File: src/rtl/sparc_regfile_pkg.sv
// Shared sizing, register-group bases, FSM encoding and window arithmetic
// for the SPARC windowed register file.
package sparc_regfile_pkg;

    localparam int unsigned NWINDOWS = 8;
    localparam int unsigned CWP_W    = $clog2(NWINDOWS);
    localparam int unsigned NPHYS    = 8 + 16 * NWINDOWS;
    localparam int unsigned PIDX_W   = $clog2(NPHYS);
    localparam int unsigned CWPX_W   = CWP_W + 1;

    localparam int unsigned GLOBALS = 0;
    localparam int unsigned OUTS    = 8;
    localparam int unsigned LOCALS  = 16;
    localparam int unsigned INS     = 24;

    typedef enum logic {
        IDLE,
        TRAP
    } state_t;

    // Values may reach 2*NWINDOWS-1, so one conditional subtract suffices
    function automatic logic [CWP_W-1:0] cwp_wrap(input logic [CWP_W:0] v);
        if (v >= CWPX_W'(NWINDOWS))
            return CWP_W'(v - CWPX_W'(NWINDOWS));
        return CWP_W'(v);
    endfunction

    function automatic logic [CWP_W-1:0] cwp_inc(input logic [CWP_W-1:0] c);
        return cwp_wrap({1'b0, c} + CWPX_W'(1));
    endfunction

    function automatic logic [CWP_W-1:0] cwp_dec(input logic [CWP_W-1:0] c);
        return (c == '0) ? CWP_W'(NWINDOWS - 1) : c - CWP_W'(1);
    endfunction

    function automatic logic [PIDX_W-1:0] window_base(input logic [CWP_W-1:0] w);
        return PIDX_W'(OUTS) + (PIDX_W'(w) << 4);
    endfunction

endpackage

File: src/rtl/sparc_window_ctrl_if.sv
// Control, trap handshake and register-port bundle of the window controller.
interface sparc_window_ctrl_if;
    import sparc_regfile_pkg::*;

    logic              save_req;
    logic              restore_req;
    logic              op_ack;
    logic              trap_ovf;
    logic              trap_unf;
    logic              trap_ack;
    logic              busy;
    logic              op_err;
    logic              cwp_we;
    logic [CWP_W-1:0]  cwp_din;
    logic              wim_we;
    logic [NWINDOWS-1:0] wim_din;
    logic [CWP_W-1:0]  cwp;
    logic [NWINDOWS-1:0] wim;
    logic              wr_en;
    logic [4:0]        wr_rd;
    logic [NPHYS-1:0]  le;
    logic [4:0]        rs1;
    logic [4:0]        rs2;
    logic [PIDX_W-1:0] rs1_pidx;
    logic [PIDX_W-1:0] rs2_pidx;
    logic              rs1_zero;
    logic              rs2_zero;

    modport slave (
        input  save_req, restore_req, trap_ack, cwp_we, cwp_din, wim_we, wim_din,
               wr_en, wr_rd, rs1, rs2,
        output op_ack, trap_ovf, trap_unf, busy, op_err, cwp, wim, le,
               rs1_pidx, rs2_pidx, rs1_zero, rs2_zero
    );

    modport master (
        output save_req, restore_req, trap_ack, cwp_we, cwp_din, wim_we, wim_din,
               wr_en, wr_rd, rs1, rs2,
        input  op_ack, trap_ovf, trap_unf, busy, op_err, cwp, wim, le,
               rs1_pidx, rs2_pidx, rs1_zero, rs2_zero
    );

endinterface

File: src/rtl/sparc_window_map.sv
// Combinational logical r0..r31 to physical register index mapper for one port.
module sparc_window_map
    import sparc_regfile_pkg::*;
(
    input  logic [CWP_W-1:0]  cwp_i,
    input  logic [4:0]        rd_i,
    output logic [PIDX_W-1:0] pidx_o
);

    logic [PIDX_W-1:0] off;

    assign off = PIDX_W'(rd_i[2:0]);

    // Ins of window w are the outs of window w+1
    always_comb begin
        if (rd_i < 5'(OUTS))
            pidx_o = PIDX_W'(GLOBALS) + off;
        else if (rd_i < 5'(LOCALS))
            pidx_o = window_base(cwp_i) + off;
        else if (rd_i < 5'(INS))
            pidx_o = window_base(cwp_i) + PIDX_W'(LOCALS - OUTS) + off;
        else
            pidx_o = window_base(cwp_inc(cwp_i)) + off;
    end

endmodule

File: src/rtl/sparc_window_ctrl.sv
// SPARC register-window controller: CWP/WIM state, SAVE/RESTORE with
// overflow/underflow traps, and logical-to-physical register port mapping.
module sparc_window_ctrl
    import sparc_regfile_pkg::*;
(
    input  logic               Clk,
    input  logic               Clr,
    sparc_window_ctrl_if.slave bus
);

    state_t              state_q;
    logic [CWP_W-1:0]    cwp_q;
    logic [NWINDOWS-1:0] wim_q;
    logic                op_ack_q;
    logic                op_err_q;
    logic                trap_ovf_q;
    logic                trap_unf_q;
    logic                busy_q;

    logic [CWP_W-1:0]    save_cwp;
    logic [CWP_W-1:0]    restore_cwp;
    logic [CWP_W-1:0]    load_cwp;
    logic [PIDX_W-1:0]   wr_pidx;

    assign save_cwp    = cwp_dec(cwp_q);
    assign restore_cwp = cwp_inc(cwp_q);
    assign load_cwp    = cwp_wrap({1'b0, bus.cwp_din});

    always_ff @(posedge Clk) begin
        if (Clr) begin
            state_q    <= IDLE;
            cwp_q      <= '0;
            wim_q      <= '0;
            op_ack_q   <= 1'b0;
            op_err_q   <= 1'b0;
            trap_ovf_q <= 1'b0;
            trap_unf_q <= 1'b0;
            busy_q     <= 1'b0;
        end else begin
            op_ack_q <= 1'b0;
            op_err_q <= 1'b0;
            if (bus.wim_we)
                wim_q <= bus.wim_din;
            // WIM checks below read wim_q, i.e. the mask from before this edge
            case (state_q)
                IDLE: begin
                    if (bus.cwp_we) begin
                        cwp_q <= load_cwp;
                    end else if (bus.save_req && bus.restore_req) begin
                        op_err_q <= 1'b1;
                    end else if (bus.save_req) begin
                        if (wim_q[save_cwp]) begin
                            trap_ovf_q <= 1'b1;
                            busy_q     <= 1'b1;
                            state_q    <= TRAP;
                        end else begin
                            cwp_q    <= save_cwp;
                            op_ack_q <= 1'b1;
                        end
                    end else if (bus.restore_req) begin
                        if (wim_q[restore_cwp]) begin
                            trap_unf_q <= 1'b1;
                            busy_q     <= 1'b1;
                            state_q    <= TRAP;
                        end else begin
                            cwp_q    <= restore_cwp;
                            op_ack_q <= 1'b1;
                        end
                    end
                end
                TRAP: begin
                    if (bus.cwp_we)
                        cwp_q <= load_cwp;
                    if (bus.trap_ack) begin
                        trap_ovf_q <= 1'b0;
                        trap_unf_q <= 1'b0;
                        busy_q     <= 1'b0;
                        state_q    <= IDLE;
                    end
                end
            endcase
        end
    end

    sparc_window_map u_map_wr (
        .cwp_i  (cwp_q),
        .rd_i   (bus.wr_rd),
        .pidx_o (wr_pidx)
    );

    sparc_window_map u_map_rs1 (
        .cwp_i  (cwp_q),
        .rd_i   (bus.rs1),
        .pidx_o (bus.rs1_pidx)
    );

    sparc_window_map u_map_rs2 (
        .cwp_i  (cwp_q),
        .rd_i   (bus.rs2),
        .pidx_o (bus.rs2_pidx)
    );

    assign bus.le       = (bus.wr_en && (bus.wr_rd != '0)) ? (NPHYS'(1) << wr_pidx) : '0;
    assign bus.rs1_zero = (bus.rs1 == '0);
    assign bus.rs2_zero = (bus.rs2 == '0);

    assign bus.cwp      = cwp_q;
    assign bus.wim      = wim_q;
    assign bus.op_ack   = op_ack_q;
    assign bus.op_err   = op_err_q;
    assign bus.trap_ovf = trap_ovf_q;
    assign bus.trap_unf = trap_unf_q;
    assign bus.busy     = busy_q;

endmodule

File: src/flat_wrapper.sv
// flat-port wrapper written by rule: the top's interface ports become plain ports
module sparc_window_ctrl_flat import sparc_regfile_pkg::*;
  (Clk, Clr, bus_save_req, bus_restore_req, bus_trap_ack, bus_cwp_we, bus_cwp_din, bus_wim_we, bus_wim_din, bus_wr_en, bus_wr_rd, bus_rs1, bus_rs2, bus_op_ack, bus_trap_ovf, bus_trap_unf, bus_busy, bus_op_err, bus_cwp, bus_wim, bus_le, bus_rs1_pidx, bus_rs2_pidx, bus_rs1_zero, bus_rs2_zero);
  sparc_window_ctrl_if bus_i ();
  input  logic Clk;
  input  logic Clr;
  input wire logic [$bits(bus_i.save_req)-1:0] bus_save_req;
  input wire logic [$bits(bus_i.restore_req)-1:0] bus_restore_req;
  input wire logic [$bits(bus_i.trap_ack)-1:0] bus_trap_ack;
  input wire logic [$bits(bus_i.cwp_we)-1:0] bus_cwp_we;
  input wire logic [$bits(bus_i.cwp_din)-1:0] bus_cwp_din;
  input wire logic [$bits(bus_i.wim_we)-1:0] bus_wim_we;
  input wire logic [$bits(bus_i.wim_din)-1:0] bus_wim_din;
  input wire logic [$bits(bus_i.wr_en)-1:0] bus_wr_en;
  input wire logic [$bits(bus_i.wr_rd)-1:0] bus_wr_rd;
  input wire logic [$bits(bus_i.rs1)-1:0] bus_rs1;
  input wire logic [$bits(bus_i.rs2)-1:0] bus_rs2;
  output wire logic [$bits(bus_i.op_ack)-1:0] bus_op_ack;
  output wire logic [$bits(bus_i.trap_ovf)-1:0] bus_trap_ovf;
  output wire logic [$bits(bus_i.trap_unf)-1:0] bus_trap_unf;
  output wire logic [$bits(bus_i.busy)-1:0] bus_busy;
  output wire logic [$bits(bus_i.op_err)-1:0] bus_op_err;
  output wire logic [$bits(bus_i.cwp)-1:0] bus_cwp;
  output wire logic [$bits(bus_i.wim)-1:0] bus_wim;
  output wire logic [$bits(bus_i.le)-1:0] bus_le;
  output wire logic [$bits(bus_i.rs1_pidx)-1:0] bus_rs1_pidx;
  output wire logic [$bits(bus_i.rs2_pidx)-1:0] bus_rs2_pidx;
  output wire logic [$bits(bus_i.rs1_zero)-1:0] bus_rs1_zero;
  output wire logic [$bits(bus_i.rs2_zero)-1:0] bus_rs2_zero;
  assign bus_i.save_req = bus_save_req;
  assign bus_i.restore_req = bus_restore_req;
  assign bus_i.trap_ack = bus_trap_ack;
  assign bus_i.cwp_we = bus_cwp_we;
  assign bus_i.cwp_din = bus_cwp_din;
  assign bus_i.wim_we = bus_wim_we;
  assign bus_i.wim_din = bus_wim_din;
  assign bus_i.wr_en = bus_wr_en;
  assign bus_i.wr_rd = bus_wr_rd;
  assign bus_i.rs1 = bus_rs1;
  assign bus_i.rs2 = bus_rs2;
  assign bus_op_ack = bus_i.op_ack;
  assign bus_trap_ovf = bus_i.trap_ovf;
  assign bus_trap_unf = bus_i.trap_unf;
  assign bus_busy = bus_i.busy;
  assign bus_op_err = bus_i.op_err;
  assign bus_cwp = bus_i.cwp;
  assign bus_wim = bus_i.wim;
  assign bus_le = bus_i.le;
  assign bus_rs1_pidx = bus_i.rs1_pidx;
  assign bus_rs2_pidx = bus_i.rs2_pidx;
  assign bus_rs1_zero = bus_i.rs1_zero;
  assign bus_rs2_zero = bus_i.rs2_zero;
  sparc_window_ctrl u_core (.Clk(Clk), .Clr(Clr), .bus(bus_i));
endmodule
File: config.mk
export PLATFORM = sky130hd
export DESIGN_NAME = sparc_window_ctrl_flat
export DESIGN_NICKNAME = d
export VERILOG_FILES = /design/src/rtl/sparc_regfile_pkg.sv /design/src/rtl/sparc_window_ctrl_if.sv /design/src/rtl/sparc_window_map.sv /design/src/rtl/sparc_window_ctrl.sv /design/src/flat_wrapper.sv
export SDC_FILE = /design/constraint.sdc
export NUM_CORES = 1
export LEC_CHECK = 0
export CORE_MARGIN = 2
export CORE_UTILIZATION = 34
export CTS_BUF_LIST = sky130_fd_sc_hd__clkbuf_8
export CTS_CLUSTER_DIAMETER = 60
export DETAILED_ROUTE_END_ITERATION = 12
export PLACE_DENSITY = 0.91
export SLEW_MARGIN = 5
export SYNTH_ARGS = -nofsm -noshare
export SYNTH_HDL_FRONTEND = slang
export SYNTH_SLANG_ARGS = --single-unit
File: constraint.sdc
create_clock -name Clk -period 10.6 [get_ports Clk]
set_input_delay 3.18 -clock Clk [delete_from_list [all_inputs] [get_ports Clk]]
set_output_delay 3.18 -clock Clk [all_outputs]
set_load 0.01 [all_outputs]
==> Word-level counts from Yosys, hierarchy flattened <==
Index checks and enable logic that the tools add are counted.
{ "word_totals": {"ff_bits": 17, "word_cells": 143, "out_inout_bits": 170} }
{ "classes": {"magnitude_cmp": 12, "eq_ne": 16, "n_reduce_logical": 12, "mux": 76, "shift": 1, "bitwise": 1, "addsub": 17} }
{ "ops": {"columns": ["cell", "count"], "rows": [
  ["two-way mux 136 bit", 1],
  ["left shift 1 x 8 -> 136 bit (first input constant)", 1],
  ["adder 8 x 3 -> 8 bit", 9],
  ["two-way mux 8 bit", 9],
  ["two-way mux 3 bit", 22],
  ["two-way mux 1 bit", 37],
  ["adder 4 x 7 -> 8 bit (first input constant)", 4],
  ["less-than comparator 5 bit (second input constant)", 6],
  ["less-than comparator 5 x 4 -> 1 bit (second input constant)", 3],
  ["!= test 2 bit (second input constant)", 7],
  ["!= test 4 bit (second input constant)", 3],
  ["AND reduction 6 bit", 2],
  ["zero test 5 bit", 2],
  ["AND reduction 5 bit", 2],
  ["adder 8 x 4 -> 8 bit (second input constant)", 1],
  ["less-than comparator 3 x 4 -> 1 bit (second input constant)", 2],
  ["case mux 1 bit (2 select lines)", 4],
  ["binary-select mux 1 bit (select 3 bit)", 2],
  ["!= test 3 x 2 -> 1 bit (second input constant)", 2],
  ["!= test 3 bit (second input constant)", 2],
  ["case mux 3 bit (2 select lines)", 1],
  ["subtractor 3 x 1 -> 3 bit (second input constant)", 2],
  ["nonzero test 5 bit", 1],
  ["adder 3 x 1 -> 4 bit (second input constant)", 1],
  ["7 further kinds", 9]
]} }

==> Logic depth before layout (Yosys ltp) <==
{ "depth": {"word_depth": 17, "mapped_depth": 10, "depth_no_buf": 7} }

==> Hierarchy <==
A second synthesis with hierarchy kept.
{ "hier_totals": {"cells_unflattened": 340, "area_unflattened_um2": 2090.8} }
{ "modules_own_cells": {"columns": ["module", "seq_area_each_um2", "area_per_inst_um2", "cells_each", "instances"], "rows": [
  ["sparc_window_ctrl", 340.3, 1767.9, 295, 1],
  ["sparc_window_map", 0.0, 107.6, 15, 3]
]} }

==> Worst setup path after synthesis <==
No wires, ideal clock.
{ "synth_timing": {"path_type": "in2out", "start": "input port bus_wr_rd[1]", "end": "output port bus_le[105]", "path_buffers": 2, "path_stages": 7, "arrival_ps": 4739, "path_slack_ps": 2681, "path_cell_list": "clkbuf_1 -> or4_1 -> o21ai_1 -> nor3_1 -> nand2_1 -> clkbuf_1 -> nor3_1"} }
{ "synth_between": {"elab_chain_cells": 6, "word_cells_on_any_way": 13, "cone_classes": "add/sub: 3; order compare: 3; shift: 1; mux: 4; reduce/logical: 2"} }
{ "synth_lines": {"columns": ["element", "line", "source"], "rows": [
  ["start: declaration", "flat_wrapper.sv:15", "input wire logic [$bits(bus_i.wr_rd)-1:0] bus_wr_rd;"],
  ["adder 8 x 3 -> 8 bit (tied with other cells)", "sparc_window_map.sv:23", "pidx_o = window_base(cwp_inc(cwp_i)) + off;"],
  ["two-way mux 8 bit", "sparc_window_map.sv:20", "else if (rd_i < 5'(INS))"],
  ["two-way mux 8 bit", "sparc_window_map.sv:18", "else if (rd_i < 5'(LOCALS))"],
  ["two-way mux 8 bit", "sparc_window_map.sv:16", "if (rd_i < 5'(OUTS))"],
  ["left shift 1 x 8 -> 136 bit", "sparc_window_ctrl.sv:103", "assign bus.le = (bus.wr_en && (bus.wr_rd != '0)) ? (NPHYS'(1) << wr_pidx) : '0;"],
  ["two-way mux 136 bit *", "sparc_window_ctrl.sv:103", null],
  ["end: declaration", "flat_wrapper.sv:25", "output wire logic [$bits(bus_i.le)-1:0] bus_le;"]
]} }
Mark *: on every way between the ends. The rest lies on a longest branch, timed or not.

==> Final worst setup path <==
{ "layout_timing": {"start": "input port bus_wr_rd[4]", "end": "output port bus_le[9]"} }
{ "layout_between": {"elab_chain_cells": 6, "word_cells_on_any_way": 10, "cone_classes": "order compare: 3; shift: 1; mux: 4; reduce/logical: 2"} }
{ "layout_lines": {"columns": ["element", "line"], "rows": [
  ["less-than comparator 5 bit", "sparc_window_map.sv:20"],
  ["two-way mux 8 bit", "sparc_window_map.sv:20"],
  ["two-way mux 8 bit", "sparc_window_map.sv:18"],
  ["two-way mux 8 bit", "sparc_window_map.sv:16"],
  ["left shift 1 x 8 -> 136 bit", "sparc_window_ctrl.sv:103"],
  ["two-way mux 136 bit *", "sparc_window_ctrl.sv:103"]
]} }
Marks and branches as above.

==> results by group <==
Outcome
  • Status: complete, no violations

Layout
  • Nets: 568
  • Final Util: about two thirds
  • Finished Layout Cells: 607
  • Area grow syn2layout: 92.0%
  • Diode count: 0
  • Share of cells above drive strength 1: under 10%

Route
  • First-pass DRT Iterations: 5
  • Vias per cell: around 5.4
  • DR vias: ~3.3k
  • DRT iter0 DRCs: between 150 and 200
  • Total wire length: around 9800 um
  • WL per Instance: 16.1 um
  • Final ANT Viol Nets: 0
  • Drt drc: 0

Floorplanning
  • Die Span Y: ~84 um
  • Starting Density: a little over a third
  • # IOs: ~200
  • Die ar.: about 7000 um2
  • Core area: 6280 um2
  • Chip width: 84.0 um
  • Row cnt: 29

Synth
  • Post-synthesis async set-or-reset flop share: 0%
  • Top cells by area, synth: nor2_1, dfxtp_1, nor3_1, nand2_1, mux2i_1
  • Synth cell types: 48
  • Ys Warns: 0
  • Post-synthesis sequential area ratio: around 16%
  • Mapped Cells: 359
  • Post-synth EDFFs: 0
  • Syn Nets: between 300 and 400
  • FF+latch count, synth: 17
  • Syn Area/Cell: slightly above 6 um2
  • Top cell type's share of synthesized area: between 10% and 20%
  • Post-synth top cells: nor2_1, nor3_1, nand2_1
  • Top-count cell post-synth: nor2_1
  • Post-Syn Area: 2180 um2
  • Synth area leader: nor2_1
  • Dominant synthesized flop cell: dfxtp_1

Timing
  • Tightest Pin Transition: a little over 0.9 ns
  • Setup-failing EPs final: 0
  • Hold violation count in the final report: 0
  • Min Hold Slack: approximately 0.45 ns
  • Crit path time final: 9.47 ns
  • Setup TNS Final: 0 ns
  • Max Fclk: roughly 0.11 GHz
  • Slew headroom: roughly two fifths
  • Final Skew: roughly 0.0083 ns
  • RSZ-0062 raised after global routing: no
  • Worst setup margin: approximately 1.1 ns
  • Crit share post-route: 89.4%
  • Slew Limit Fails: 0

Clocking
  • Worst-Skew Late Latency: 0.26 ns
  • CTS Sinks: 17
  • Post-CTS sizing: 0
  • CTS tree: done
  • H-Tree Level Count: 1
  • Clock buffer count from CTS: 3
  • Setup bufs post-CTS: 0
  • Root buf cell: clkbuf_8
  • Deepest clock path buffer count: 2
  • Hold-fix buffers, CTS: 0
  • Worst-path clk slew: about 0.07 ns

Power and ir drop
  • Worst vdd ir: around 0.00007 V
  • Pleak: ~1.3 nW
  • Pwr/cell area: 65.0 nW/um2

Placement
  • Cell count after placement: between 600 and 700
  • Place WS: between 1 and 1.5 ns
  • PortBufs: a little over 200
  • Routability Congestion: a little over 0.8
  • DP HPWL: between 7000 and 8000 um

Worst setup path
  • Worst setup SP type: primary input
  • Critical Path RT: 7.42 ns
  • Crit path DAT: ~6.3 ns
  • CP max FO: 14
  • Crit end category: output port
  • Setup Crit Path Kind: primary input to output port
  • Reg2Reg Setup Slack: ~7.7 ns

GRT
  • Vias in the first global route: a little over 3k
  • Overall Global Routing Usage: between 20% and 30%
  • Global-route wire length before repair: between 15,000 and 20,000 um
  • Initial antenna violation count: 0
  • Pin count of the biggest net entering global routing: 26
  • Grt ovf: 0

Job
  • MaxCap Viol Count: 0

Worst hold path
  • Hold/Removal Path Class: flop to flop
-- power breakdown --
group	switching [mW]	total [mW]	internal [mW]	leakage, nW
logic	0.0796	0.143	0.0629	1.17
clock network	0.0230	0.0491	0.0261	0.0255
registers	0.0109	0.0799	0.0690	0.140
-- sequential cells by signal, indices dropped and copies added, names as in the netlist --
signal and cells:
u_core.state_q 1, u_core.bus.trap_unf 1, u_core.bus.trap_ovf 1, u_core.bus.cwp 3, u_core.bus.op_ack 1, u_core.bus.wim 8
u_core.bus.busy 1, u_core.bus.op_err 1
-- stage by stage --
| step | cell area [um2] | power (mW) |
|---|---|---|
| 5_1_grt | 4180 | 0.289 |
| 4_1_cts | 4180 | 0.272 |
| 3_3_place_gp | 4130 | 0.218 |
| 3_5_place_dp | 4130 | 0.222 |
| 2_1_floorplan | 2180 | 0.166 |
| 6_report | 4180 | 0.272 |
-- placed cells by master, fill, tap and decap left out, types with 2 or more instances in the layout --
cell type and n:
nand2b_1 10, nor3b_1 5, ha_1 3, nor4_1 2, mux2i_1 14, or4_1 3
nor3_1 53, a21oi_1 9, nand2_1 40, clkbuf_8 3, inv_1 5, a31oi_1 2
o211ai_1 2, clkdlybuf4s50_1 203, nor2_1 104, nor2b_1 9, dfxtp_1 17, nand3_1 6
o21bai_1 3, a211o_1 2, o21ai_0 3, mux2_2 6, nand4b_1 2
-- final cells by class --
class                      count  area (um2)
tap                           77        96.3
clock buffer                   3        41.3
inverter                       5        18.8
sequential                    17         340
timing repair buffer         203        2030
clock inverter                 1        5.00
multi-input combinational    301        1650
fill                         559        2100
-- worst max-delay path, stage by stage --
cell and delay, ns:
clkdlybuf4s50_1 0.73, nor2b_1 0.19, a21o_1 0.22, a221oi_2 0.60
nand2_1 0.47, nor3_1 0.27, clkdlybuf4s50_1 0.62
-- layer usage --
| metal | up-vias | wire (um) | global-route usage (%) |
|---|---|---|---|
| met2 | 174 | 4830 | 44.6 |
| met1 | 1504 | 3900 | 31.5 |
| met4 | 0 | 197 | 8.36 |
| met5 | - | 0 | 0 |
| li1 | 1575 | - | - |
| met3 | 20 | 866 | 7.52 |
-- cell families (layout without fill, tap and decap cells) --
group	Yosys count	count (layout)	synth area share [%]
buf+inv	41	212	8.74
fa+ha+maj	3	3	1.72
flops	17	17	15.6
simple gates	241	241	50.8
xor+xnor	2	2	0.805
mux	22	22	11.1
compound gates	33	33	11.2
-- path summary, 6_finish.rpt --
kind / start / to / depth (start not counted)
worst min register to register: u_core.bus.trap_unf / u_core.bus.trap_unf / 2
worst max register to register: u_core.bus.cwp[0] / u_core.bus.cwp[1] / 7
worst max-delay path: bus_wr_rd[4] / bus_le[9] / 7
worst min-delay path: u_core.bus.trap_unf / u_core.bus.trap_unf / 2
Power figures use the tool's default switching activity.
==> patch: new RTL, config.mk and constraints unchanged <==
Change the package constant `NWINDOWS` from 8 to 4.
--- a/src/rtl/sparc_regfile_pkg.sv
+++ b/src/rtl/sparc_regfile_pkg.sv
@@ -2,7 +2,7 @@
 // for the SPARC windowed register file.
 package sparc_regfile_pkg;
 
-    localparam int unsigned NWINDOWS = 8;
+    localparam int unsigned NWINDOWS = 4;
     localparam int unsigned CWP_W    = $clog2(NWINDOWS);
     localparam int unsigned NPHYS    = 8 + 16 * NWINDOWS;
     localparam int unsigned PIDX_W   = $clog2(NPHYS);
Interface: changed (7 resized); port bits go from 204 to 128. The function was not compared with the original's and may differ.
==> patch against the unedited design <==
- area after synthesis decreased by 38%
- cell area decreased by 38%
- final cell count decreased by 38%
- synthesized cell count decreased by 38%
- power decreased by 35%
- routed wire length decreased by 49%
- setup slack improved by 760 ps
- sequential cell count decreased by 5
- critical endpoint is now bus_le[52]
- largest cell class unchanged
==> patch: results (changes against the unedited design) <==
[outcome]
status=completed  ; unchanged

[cells_and_area]
nNonClkInverters=8  ; was 5
comb.multi_input.count=180  ; was 301
clkCellAreaFrac_pct=1.59  ; was 1.11%
drive_gt1_share_pct=2.42  ; was 3.02%
seq_area_sq_um=240  ; was 340 sq um
multi_input_area_share_pct=36.8  ; was 39.4%
n_fill_cell=351  ; was 559

[setup_path]
arrival_ps=5530  ; was 6290 ps

[floorplan]
core-area_sq_um=3740  ; was 6280 sq um

[route]
wl_met3_um=463  ; was 866 um
met2WireLength_um=2600  ; was 4830 um
initialDrtViolationCount=81  ; was 167
wl_met1_um=1930  ; was 3900 um
num_vias=1915  ; was 3,273
totalWireLength_um=5020  ; was 9790 um

[synth]
synthMuxAreaShare_pct=8.79  ; was 11.1%
synthDistinctLibCells=33  ; was 48
synth_xor_area_share_pct=2.59  ; was 0.805%
synthCells=223  ; was 359

[place]
dpl.hpwl_um=4080  ; was 7670 um
gp_congestion=0.766  ; was 0.817
post-place-cells=375  ; was 603

[global_routing]
track_usage_pct=22.2  ; was 26.2%
grt_max_degree=19  ; was 26
grt_pass1_wl_um=7890  ; was 15,400 um

[clocking]
clk-insertion-delay-late_ps=240  ; was 260 ps

[sta]
fin_skew_ps=2.92  ; was 8.32 ps

[power]
p_switching_mw=0.0624  ; was 0.113 mW

## patch: cell count changes after synthesis, sizes merged, moves of 7 or more
| cell | delta |
|---|---|
| nor2 | -14 |
| nand2 | -20 |
| mux2i | -7 |
| a21oi | -9 |
| nor3 | -50 |
| nand2b | -7 |
| clkbuf | -13 |
| mux2 | -7 |
## patch: path summary, 6_finish.rpt
check	slack, ps	end	start
worst max-delay path	1890	bus_le[52]	bus_wr_rd[3]
worst min-delay path	460	u_core.bus.busy$_SDFFE_PP0P_	u_core.bus.busy$_SDFFE_PP0P_
worst max register to register	8090	u_core.bus.cwp[1]$_SDFFE_PP0P_	u_core.bus.cwp[0]$_SDFFE_PP0P_
worst min register to register	460	u_core.bus.busy$_SDFFE_PP0P_	u_core.bus.busy$_SDFFE_PP0P_
## patch: logic make-up after synthesis
group / after synthesis
AO/OA/AOI/OAI: 16
AND/OR/NAND/NOR: 149
adder cells (fa/ha/maj): 2
flip-flops: 12
XOR/XNOR: 4
multiplexers: 9
buffers and inverters: 31
